--- config.mk ---
export PLATFORM = sky130hd
export DESIGN_NAME = commu_push_pkt_flat
export DESIGN_NICKNAME = d
export VERILOG_FILES = /design/src/rtl/commu_push_pkt_if.sv /design/src/rtl/commu_push_pkt.sv /design/src/flat_wrapper.sv
export SDC_FILE = /design/constraint.sdc
export NUM_CORES = 1
export LEC_CHECK = 0
export BUFFER_PORTS_ARGS = -buffer_cell sky130_fd_sc_hd__buf_2
export CAP_MARGIN = 20
export CORE_MARGIN = 4
export CORE_UTILIZATION = 42
export CTS_CLUSTER_DIAMETER = 80
export CTS_CLUSTER_SIZE = 12
export DETAILED_ROUTE_END_ITERATION = 8
export GPL_ROUTABILITY_DRIVEN = 0
export GPL_TIMING_DRIVEN = 0
export PLACE_DENSITY = 0.73
export SLEW_MARGIN = 20
export SYNTH_ARGS = -nofsm -noshare
export SYNTH_HDL_FRONTEND = slang
export SYNTH_SLANG_ARGS = --single-unit
--- constraint.sdc ---
create_clock -name clk_sys -period 2.3 [get_ports clk_sys]
set_input_delay 0.23 -clock clk_sys [delete_from_list [all_inputs] [get_ports clk_sys]]
set_output_delay 0.23 -clock clk_sys [all_outputs]
set_load 0.02 [all_outputs]
--- src/rtl/commu_push_pkt_if.sv ---
// commu_push_pkt_if: push control, frame-buffer read and transmitter handshake of commu_push_pkt.
interface commu_push_pkt_if #(parameter int DW_TX = 16);
    logic             fire_push;
    logic             done_push;
    logic             buf_rd;
    logic [7:0]       buf_q;
    logic             buf_frm;
    logic             fire_tx;
    logic             done_tx;
    logic [DW_TX-1:0] data_tx;
    modport master (input fire_push, buf_q, done_tx, output done_push, buf_rd, buf_frm, fire_tx, data_tx);
    modport slave (output fire_push, buf_q, done_tx, input done_push, buf_rd, buf_frm, fire_tx, data_tx);
endinterface

--- src/rtl/commu_push_pkt.sv ---
// commu_push_pkt: reads an NBYTE frame, packs it MSB-first into DW_TX words and sends them word by word.
// Defining COMMU_PUSH_CHKSUM_EN appends a trailer word holding the modulo-2^DW_TX sum of the data words.
module commu_push_pkt #(
    parameter int DW_TX = 16,
    parameter int NBYTE = 32
) (
    input logic clk_sys,
    input logic rst_n,
    commu_push_pkt_if.master bus
);
    localparam int BPW   = DW_TX / 8;
    localparam int NWORD = (NBYTE + BPW - 1) / BPW;
    localparam int BW    = $clog2(NBYTE + 1);
    localparam int WW    = $clog2(NWORD + 2);
    localparam int KW    = $clog2(BPW + 1);

`ifdef COMMU_PUSH_CHKSUM_EN
    typedef enum logic [2:0] {IDLE, RD, CAP, TX, WT, CHK, DONE} state_t;
`else
    typedef enum logic [2:0] {IDLE, RD, CAP, TX, WT, DONE} state_t;
`endif

    state_t           state_q, state_d;
    logic [BW-1:0]    byte_cnt_q, byte_cnt_d;
    logic [WW-1:0]    word_cnt_q, word_cnt_d;
    logic [KW-1:0]    rd_cnt_q, rd_cnt_d;
    logic [KW-1:0]    cap_cnt_q, cap_cnt_d;
    logic [DW_TX-1:0] sr_q, sr_d;
    logic [DW_TX-1:0] data_tx_q, data_tx_d;
    logic             rd_dly_q, rd_dly_d;
    logic             buf_rd_q, buf_rd_d;
    logic             buf_frm_q, buf_frm_d;
    logic             fire_tx_q, fire_tx_d;
    logic             done_push_q, done_push_d;
`ifdef COMMU_PUSH_CHKSUM_EN
    logic [DW_TX-1:0] sum_q, sum_d;
`endif

    logic last_rd;
    assign last_rd = (rd_cnt_q == KW'(BPW - 1)) || (byte_cnt_q == BW'(NBYTE - 1));

    always_comb begin
        state_d    = state_q;
        byte_cnt_d = byte_cnt_q;
        word_cnt_d = word_cnt_q;
        rd_cnt_d   = rd_cnt_q;
        cap_cnt_d  = cap_cnt_q;
        sr_d       = sr_q;
        data_tx_d  = data_tx_q;
`ifdef COMMU_PUSH_CHKSUM_EN
        sum_d      = sum_q;
`endif
        // buf_q carries the byte read on the previous cycle
        if (rd_dly_q) begin
            sr_d      = sr_q | (DW_TX'(bus.buf_q) << (8 * (BPW - 1 - int'(cap_cnt_q))));
            cap_cnt_d = cap_cnt_q + KW'(1);
        end
        case (state_q)
            IDLE: if (bus.fire_push) begin
                state_d    = RD;
                byte_cnt_d = '0;
                word_cnt_d = '0;
`ifdef COMMU_PUSH_CHKSUM_EN
                sum_d      = '0;
`endif
            end
            RD: begin
                rd_cnt_d   = rd_cnt_q + KW'(1);
                byte_cnt_d = byte_cnt_q + BW'(1);
                state_d    = last_rd ? CAP : RD;
            end
            CAP: begin
                state_d   = TX;
                data_tx_d = sr_d;
`ifdef COMMU_PUSH_CHKSUM_EN
                sum_d     = sum_q + sr_d;
`endif
            end
            TX: state_d = WT;
            WT: if (bus.done_tx) begin
                word_cnt_d = word_cnt_q + WW'(1);
`ifdef COMMU_PUSH_CHKSUM_EN
                state_d = (word_cnt_q == WW'(NWORD)) ? DONE :
                          (word_cnt_q == WW'(NWORD - 1)) ? CHK : RD;
`else
                state_d = (word_cnt_q == WW'(NWORD - 1)) ? DONE : RD;
`endif
            end
`ifdef COMMU_PUSH_CHKSUM_EN
            CHK: begin
                state_d   = TX;
                data_tx_d = sum_q;
            end
`endif
            DONE: state_d = IDLE;
            default: state_d = IDLE;
        endcase
        if (state_d == RD && state_q != RD) begin
            sr_d      = '0;
            rd_cnt_d  = '0;
            cap_cnt_d = '0;
        end
        rd_dly_d    = buf_rd_q;
        buf_rd_d    = state_d == RD;
        buf_frm_d   = state_d != IDLE;
        fire_tx_d   = state_d == TX;
        done_push_d = state_d == DONE;
    end

    always_ff @(posedge clk_sys or negedge rst_n) begin
        if (!rst_n) begin
            state_q     <= IDLE;
            byte_cnt_q  <= '0;
            word_cnt_q  <= '0;
            rd_cnt_q    <= '0;
            cap_cnt_q   <= '0;
            sr_q        <= '0;
            data_tx_q   <= '0;
            rd_dly_q    <= 1'b0;
            buf_rd_q    <= 1'b0;
            buf_frm_q   <= 1'b0;
            fire_tx_q   <= 1'b0;
            done_push_q <= 1'b0;
`ifdef COMMU_PUSH_CHKSUM_EN
            sum_q       <= '0;
`endif
        end else begin
            state_q     <= state_d;
            byte_cnt_q  <= byte_cnt_d;
            word_cnt_q  <= word_cnt_d;
            rd_cnt_q    <= rd_cnt_d;
            cap_cnt_q   <= cap_cnt_d;
            sr_q        <= sr_d;
            data_tx_q   <= data_tx_d;
            rd_dly_q    <= rd_dly_d;
            buf_rd_q    <= buf_rd_d;
            buf_frm_q   <= buf_frm_d;
            fire_tx_q   <= fire_tx_d;
            done_push_q <= done_push_d;
`ifdef COMMU_PUSH_CHKSUM_EN
            sum_q       <= sum_d;
`endif
        end
    end

    assign bus.buf_rd    = buf_rd_q;
    assign bus.buf_frm   = buf_frm_q;
    assign bus.fire_tx   = fire_tx_q;
    assign bus.done_push = done_push_q;
    assign bus.data_tx   = data_tx_q;
endmodule

--- src/flat_wrapper.sv ---
// flat-port wrapper written by rule: the top's interface ports become plain ports
module commu_push_pkt_flat 
#(
    parameter int DW_TX = 16,
    parameter int NBYTE = 32
)
  (clk_sys, rst_n, bus_fire_push, bus_buf_q, bus_done_tx, bus_done_push, bus_buf_rd, bus_buf_frm, bus_fire_tx, bus_data_tx);
  commu_push_pkt_if #(.DW_TX(DW_TX)) bus_i ();
  input logic clk_sys;
  input logic rst_n;
  input wire logic [$bits(bus_i.fire_push)-1:0] bus_fire_push;
  input wire logic [$bits(bus_i.buf_q)-1:0] bus_buf_q;
  input wire logic [$bits(bus_i.done_tx)-1:0] bus_done_tx;
  output wire logic [$bits(bus_i.done_push)-1:0] bus_done_push;
  output wire logic [$bits(bus_i.buf_rd)-1:0] bus_buf_rd;
  output wire logic [$bits(bus_i.buf_frm)-1:0] bus_buf_frm;
  output wire logic [$bits(bus_i.fire_tx)-1:0] bus_fire_tx;
  output wire logic [$bits(bus_i.data_tx)-1:0] bus_data_tx;
  assign bus_i.fire_push = bus_fire_push;
  assign bus_i.buf_q = bus_buf_q;
  assign bus_i.done_tx = bus_done_tx;
  assign bus_done_push = bus_i.done_push;
  assign bus_buf_rd = bus_i.buf_rd;
  assign bus_buf_frm = bus_i.buf_frm;
  assign bus_fire_tx = bus_i.fire_tx;
  assign bus_data_tx = bus_i.data_tx;
  commu_push_pkt #(.DW_TX(DW_TX), .NBYTE(NBYTE)) u_core (.clk_sys(clk_sys), .rst_n(rst_n), .bus(bus_i));
endmodule
==> impl_metrics.env, run 1 <==
export IMPL_drtIter0Drc=102
export IMPL_boundaryPins=32
export IMPL_drtPass1Iterations=4
export IMPL_hp_class="input pin to flip-flop"
export IMPL_cts_tree="built"
export IMPL_rows=26
export IMPL_overflow=0
export IMPL_drv_cap=0
export IMPL_die_w_um=81.7
export IMPL_yosysSeqAreaShare=0.603
export IMPL_dr_wl_met3_um=177
export IMPL_area_growth_syn_to_layout_pct=15.8
export IMPL_grt_pass1_vias=1488
export IMPL_grt_max_degree=56
export IMPL_yosys_area_top_type_share=0.603
export IMPL_synth_top_flop_cell="dfrtp_1"
export IMPL_met1_length_um=2230
export IMPL_h_tree_depth=2
export IMPL_final_cell_mix="dfrtp_1 (55), nor2_1 (41), a21oi_1 (40)"
export IMPL_insertion_delay_ns=0.31
export IMPL_async_flop_share=1.00
export IMPL_cts_root_buffer="clkbuf_8"
export IMPL_crit_required_ns=2.50
export IMPL_die_area_um2=6680
export IMPL_drc=0
export IMPL_skew_ns=0.0140
export IMPL_design_core_area_um2=5170
export IMPL_max_freq_mhz=469
export IMPL_cts_sinks=55
export IMPL_port_buffers=31
export IMPL_filler_cell_count=470
export IMPL_rsz0062_at_grt="no"
export IMPL_wl_per_cell_um=14.1
export IMPL_ys_seq_elements=55
export IMPL_syn_cell_area_um2=2280
export IMPL_antenna_found_initial=0
export IMPL_slew_viol_final=0
export IMPL_grt_pass1_wl_um=7450
export IMPL_yosys_top_cells_area="dfrtp_1 (60%), a21oi_1 (8.8%), nor2_1 (6.7%)"
export IMPL_vias=1638
export IMPL_layout_commonest_cell="dfrtp_1"
export IMPL_cts_buffers=5
export IMPL_outcome="finished, final reports clean"
export IMPL_p_leak_nw=1.26
export IMPL_finalSetupTns_ns=0
export IMPL_top_layer_used="met4"
export IMPL_hpwl_um=3100
export IMPL_grtUsageTotal=0.148
export IMPL_finalWorstPathRequiredPeriod_ns=2.13
export IMPL_finalWorstSetupSlack_ns=0.167
export IMPL_tightest_slew_ns=0.840
export IMPL_holdWs_ns=0.178
export IMPL_worstSetupPathType="flip-flop to flip-flop"
export IMPL_yosys_warnings=0
export IMPL_powerDensity_nw_per_um2=1360
export IMPL_cts_path_max_buffers=2
export IMPL_crit_path_start_kind="flip-flop"
export IMPL_pre_cts_ws_ns=0.121
export IMPL_start_util=0.441
export IMPL_postRouteAntennaNets=0
export IMPL_reg2regPathDepth=7
export IMPL_min_period_over_period=0.927
export IMPL_wl_met2_um=2080
export IMPL_setup_viol=0
export IMPL_syn_inst=212
export IMPL_routed_wl_um=4540
export IMPL_hold_depth=3
export IMPL_fin_nets=267
export IMPL_worst_ir_drop_vdd_uv=463
export IMPL_critPathArrivalTime_ns=2.34
export IMPL_synth_net_count=228
export IMPL_drt_vias_per_instance=5.09
export IMPL_yosysTopAreaCell="dfrtp_1"
export IMPL_crit_path_end_kind="flip-flop"
export IMPL_die_height_um=81.7
export IMPL_syn_area_per_cell_um2=10.8
export IMPL_synth_edff_count=0
export IMPL_slew_headroom=0.432
export IMPL_ys_types=43
export IMPL_final_layout_size_suffix_gt1_frac=0.210
export IMPL_hold_viol_final=0
export IMPL_insertedDiodeCount=0
export IMPL_crit_fanout=10
export IMPL_cts_clk_slew_worst_paths_ns=0.10
export IMPL_cts_setup_buffers=0
[flip-flops by register name, summed over array words and instances, names as in the netlist]
name                  cells
u_core.sr_q              16
u_core.rd_dly_q           1
u_core.bus.buf_frm        1
u_core.bus.fire_tx        1
u_core.bus.done_push      1
u_core.cap_cnt_q          2
u_core.byte_cnt_q         6
u_core.bus.buf_rd         1
u_core.bus.data_tx       16
u_core.rd_cnt_q           2
u_core.word_cnt_q         5
u_core.state_q            3
[worst paths after layout]
path / from / to / slack (ns)
worst max-delay path: u_core.word_cnt_q[0] / u_core.sr_q[12] / 0.17
worst min-delay path: bus_buf_q[7] / u_core.sr_q[15] / 0.18
worst max register to register: u_core.word_cnt_q[0] / u_core.sr_q[12] / 0.17
worst min register to register: u_core.bus.buf_rd / u_core.rd_dly_q / 0.41
max in group asynchronous: rst_n / u_core.word_cnt_q[2] / 1.36
min in group asynchronous: rst_n / u_core.sr_q[5] / 0.49
[cell families (layout without fill, tap and decap cells)]
group	after synthesis	in the layout	synth area share
simple gates	76	76	0.176
compound gates	58	58	0.145
flops	55	55	0.603
buf+inv	14	54	0.0318
fa+ha+maj	4	4	0.0219
mux	4	4	0.0181
xor+xnor	1	1	0.00384
[layout make-up]
cell class,instances,area (um^2),area share
clock inverter,2,16.3,0.00615
inverter,4,15.0,0.00568
tap,70,87.6,0.0331
clock buffer,6,82.6,0.0312
timing repair buffer,32,168,0.0634
multi-input combinational,143,842,0.318
sequential,55,1380,0.520
buffer,10,57.6,0.0218
[repair_timing]
| action | CTS | global route |
|---|---|---|
| endpoints found under the setup margin | 0 | 10 |
| resized for setup | 0 | 1 |
| hold buffers | 1 | 0 |
| endpoints found under the hold margin | 55 | 0 |
[worst max-delay path: stages, from the launching register on]
cell and delay [ns]:
dfrtp_1 0.44, ha_1 0.23, and3_1 0.18, ha_1 0.21
nand3b_1 0.24, a21boi_4 0.33, buf_2 0.30, nor2_1 0.08
[per-layer routing]
| metal | vias up | GRT usage |
|---|---|---|
| li1 | 814 | - |
| met1 | 790 | 0.217 |
| met4 | 0 | 0.0548 |
| met5 | - | 0 |
| met2 | 30 | 0.210 |
| met3 | 4 | 0.0406 |
[where the power goes]
| group | switching (W) | internal, W |
|---|---|---|
| Clock | 0.000317 | 0.000246 |
| Combinational | 0.000929 | 0.000565 |
| Sequential | 0.000206 | 0.00134 |
| Total | 0.00145 | 0.00215 |
[synthesized netlist by cell type (2+ instances only)]
master / instances
ha_1: 4
o21ai_0: 4
buf_2: 7
nand2_1: 6
nor2_1: 41
nand2b_1: 3
nand3b_1: 2
nand4_1: 2
a22o_1: 2
nand3_1: 3
inv_1: 4
a21oi_1: 40
or3_1: 2
and3_1: 2
or3b_1: 2
nor4b_1: 2
a31oi_1: 2
mux2i_1: 3
dfrtp_1: 55
nor3b_2: 3
[through the flow]
step                      area [um^2]  utilization  total power [W]  std cells
after floorplan                  2280            -          0.00260        212
after global placement           2530        0.488          0.00300        313
after detailed placement         2530        0.489          0.00306        313
after CTS                        2640        0.510          0.00362        322
after global routing             2650        0.511          0.00392        322
final                            2650        0.511          0.00360        322
No activity file was read; power rests on OpenSTA's default activity.
==> inputs of run 2 (changes only) <==
--- a/config.mk
+++ b/config.mk
@@ -5,16 +5,14 @@
 export SDC_FILE = /design/constraint.sdc
 export NUM_CORES = 1
 export LEC_CHECK = 0
-export BUFFER_PORTS_ARGS = -buffer_cell sky130_fd_sc_hd__buf_2
+export BUFFER_PORTS_ARGS = -buffer_cell sky130_fd_sc_hd__clkbuf_2
 export CAP_MARGIN = 20
 export CORE_MARGIN = 4
 export CORE_UTILIZATION = 42
 export CTS_CLUSTER_DIAMETER = 80
 export CTS_CLUSTER_SIZE = 12
 export DETAILED_ROUTE_END_ITERATION = 8
-export GPL_ROUTABILITY_DRIVEN = 0
 export GPL_TIMING_DRIVEN = 0
-export PLACE_DENSITY = 0.73
 export SLEW_MARGIN = 20
 export SYNTH_ARGS = -nofsm -noshare
 export SYNTH_HDL_FRONTEND = slang
==> impl_metrics.env, run 2 (same netlist as run 1, synthesis figures left out) <==
export IMPL_outcome="finished, final reports clean"
export IMPL_slew_headroom=0.417
export IMPL_rsz0062_at_grt="no"
export IMPL_crit_required_ns=2.46
export IMPL_overflow=0
export IMPL_hp_class="input pin to async pin"
export IMPL_crit_family="compound AO/OA/AOI/OAI gates"
export IMPL_cts_sinks=55
export IMPL_h_tree_depth=2
export IMPL_rr_startpoint="u_core.word_cnt_q[0]"
export IMPL_port_buffers=31
export IMPL_grt_pass1_vias=1625
export IMPL_setup_viol=0
export IMPL_drc=0
export IMPL_critPathArrivalTime_ns=2.28
export IMPL_vias=1678
export IMPL_cts_root_buffer="clkbuf_8"
export IMPL_tightest_slew_ns=0.862
export IMPL_grtUsageTotal=0.157
export IMPL_slew_viol_final=0
export IMPL_layout_commonest_cell="dfrtp_1"
export IMPL_cts_tree="built"
export IMPL_grt_max_degree=56
export IMPL_worst_ir_drop_vdd_uv=490
export IMPL_grt_pass1_wl_um=7910
export IMPL_postCtsHoldBufs=0
export IMPL_wl_per_cell_um=14.8
export IMPL_finalSetupTns_ns=0
export IMPL_crit_start="u_core.word_cnt_q[0]"
export IMPL_insertedDiodeCount=0
export IMPL_crit_chain="ha_1 > and3_1 > ha_1 > or3b_1 > a221oi_1 > o22ai_1"
export IMPL_die_height_um=81.7
export IMPL_antenna_found_initial=0
export IMPL_area_growth_syn_to_layout_pct=15.1
export IMPL_min_period_over_period=0.922
export IMPL_crit_path_start_kind="flip-flop"
export IMPL_hold_viol_final=0
export IMPL_worstSetupPathType="flip-flop to flip-flop"
export IMPL_die_area_um2=6680
export IMPL_boundaryPins=32
export IMPL_powerDensity_nw_per_um2=1370
export IMPL_final_cell_mix="dfrtp_1 (55), nor2_1 (41), a21oi_1 (40)"
export IMPL_p_leak_nw=1.26
export IMPL_design_core_area_um2=5170
export IMPL_reg2regPathDepth=6
export IMPL_cts_path_max_buffers=2
export IMPL_routed_wl_um=4740
export IMPL_die_w_um=81.7
export IMPL_cts_setup_buffers=0
export IMPL_postRouteAntennaNets=0
export IMPL_reg2reg_slack_ns=0.18
export IMPL_cp_common_cell="ha_1"
export IMPL_crit_fanout=5
export IMPL_fin_nets=266
export IMPL_dp_cells=313
export IMPL_gp_congestion=0.788
export IMPL_r2r_end="u_core.rd_cnt_q[1]"
export IMPL_finalWorstPathRequiredPeriod_ns=2.12
export IMPL_insertion_delay_ns=0.31
export IMPL_postCtsResizedCells=0
export IMPL_crit_path_end_kind="flip-flop"
export IMPL_drtIter0Drc=90
export IMPL_skew_ns=0.0117
export IMPL_crit_slowest_cell="dfrtp_1"
export IMPL_drtPass1Iterations=4
export IMPL_rows=26
export IMPL_critPathMaxStageDelay_ns=0.44
export IMPL_cts_clk_slew_worst_paths_ns=0.10
export IMPL_hpwl_um=3110
export IMPL_drv_cap=0
export IMPL_worst_path_stages=6
export IMPL_max_freq_mhz=472
export IMPL_instances_no_fill=321
export IMPL_cts_buffers=5
export IMPL_final_layout_size_suffix_gt1_frac=0.211
export IMPL_path_buf_inv=0
export IMPL_start_util=0.441
export IMPL_drt_vias_per_instance=5.23
run 2: routing by layer:
| metal | global-route usage | part of all wire | vias up |
|---|---|---|---|
| li1 | - | - | 813 |
| met1 | 0.233 | 0.49 | 826 |
| met2 | 0.228 | 0.46 | 34 |
| met3 | 0.0307 | 0.038 | 5 |
| met4 | 0.0548 | 0.013 | 0 |
| met5 | 0 | 0 | - |
run 2: where the power goes:
part	internal (W)	switching [W]
clock	0.000220	0.000322
sequential	0.00134	0.000211
combinational	0.000561	0.000943
total	0.00212	0.00148
run 2: worst max path at each step:
| stage | end | slack, ns |
|---|---|---|
| finish | u_core.rd_cnt_q[1] | 0.18 |
| global route | u_core.sr_q[9] | 0.07 |
| CTS | u_core.sr_q[9] | 0.11 |
| detailed placement | u_core.sr_q[9] | 0.13 |
| global placement | u_core.sr_q[13] | 0.08 |
| floorplan | u_core.rd_cnt_q[1] | 0.46 |
run 2: final cells by class:
type,instances,area [um^2]
clock inverter,3,23.8
clock buffer,5,68.8
buffer,10,57.6
sequential,55,1380
timing repair buffer,31,158
fill,492,2540
multi-input combinational,143,842
tap,70,87.6
inverter,4,15.0
run 2: metrics by stage:
| step | total power [W] | instance area, um^2 | utilization | hold WS, ns | worst slack [ns] |
|---|---|---|---|---|---|
| 2_1_floorplan | 0.00260 | 2280 | - | -0.0656 | 0.461 |
| 3_3_place_gp | 0.00304 | 2530 | 0.488 | 0.369 | 0.0848 |
| 3_5_place_dp | 0.00307 | 2530 | 0.489 | 0.372 | 0.130 |
| 4_1_cts | 0.00363 | 2620 | 0.507 | 0.0298 | 0.110 |
| 5_1_grt | 0.00391 | 2630 | 0.508 | 0.0503 | 0.0710 |
| 6_report | 0.00360 | 2630 | 0.508 | 0.00408 | 0.180 |
run 2: worst register-to-register path: stages, from the launching register on:
cell	delay [ns]
dfrtp_1	0.44
ha_1	0.23
and3_1	0.18
ha_1	0.22
or3b_1	0.35
a221oi_1	0.41
o22ai_1	0.16
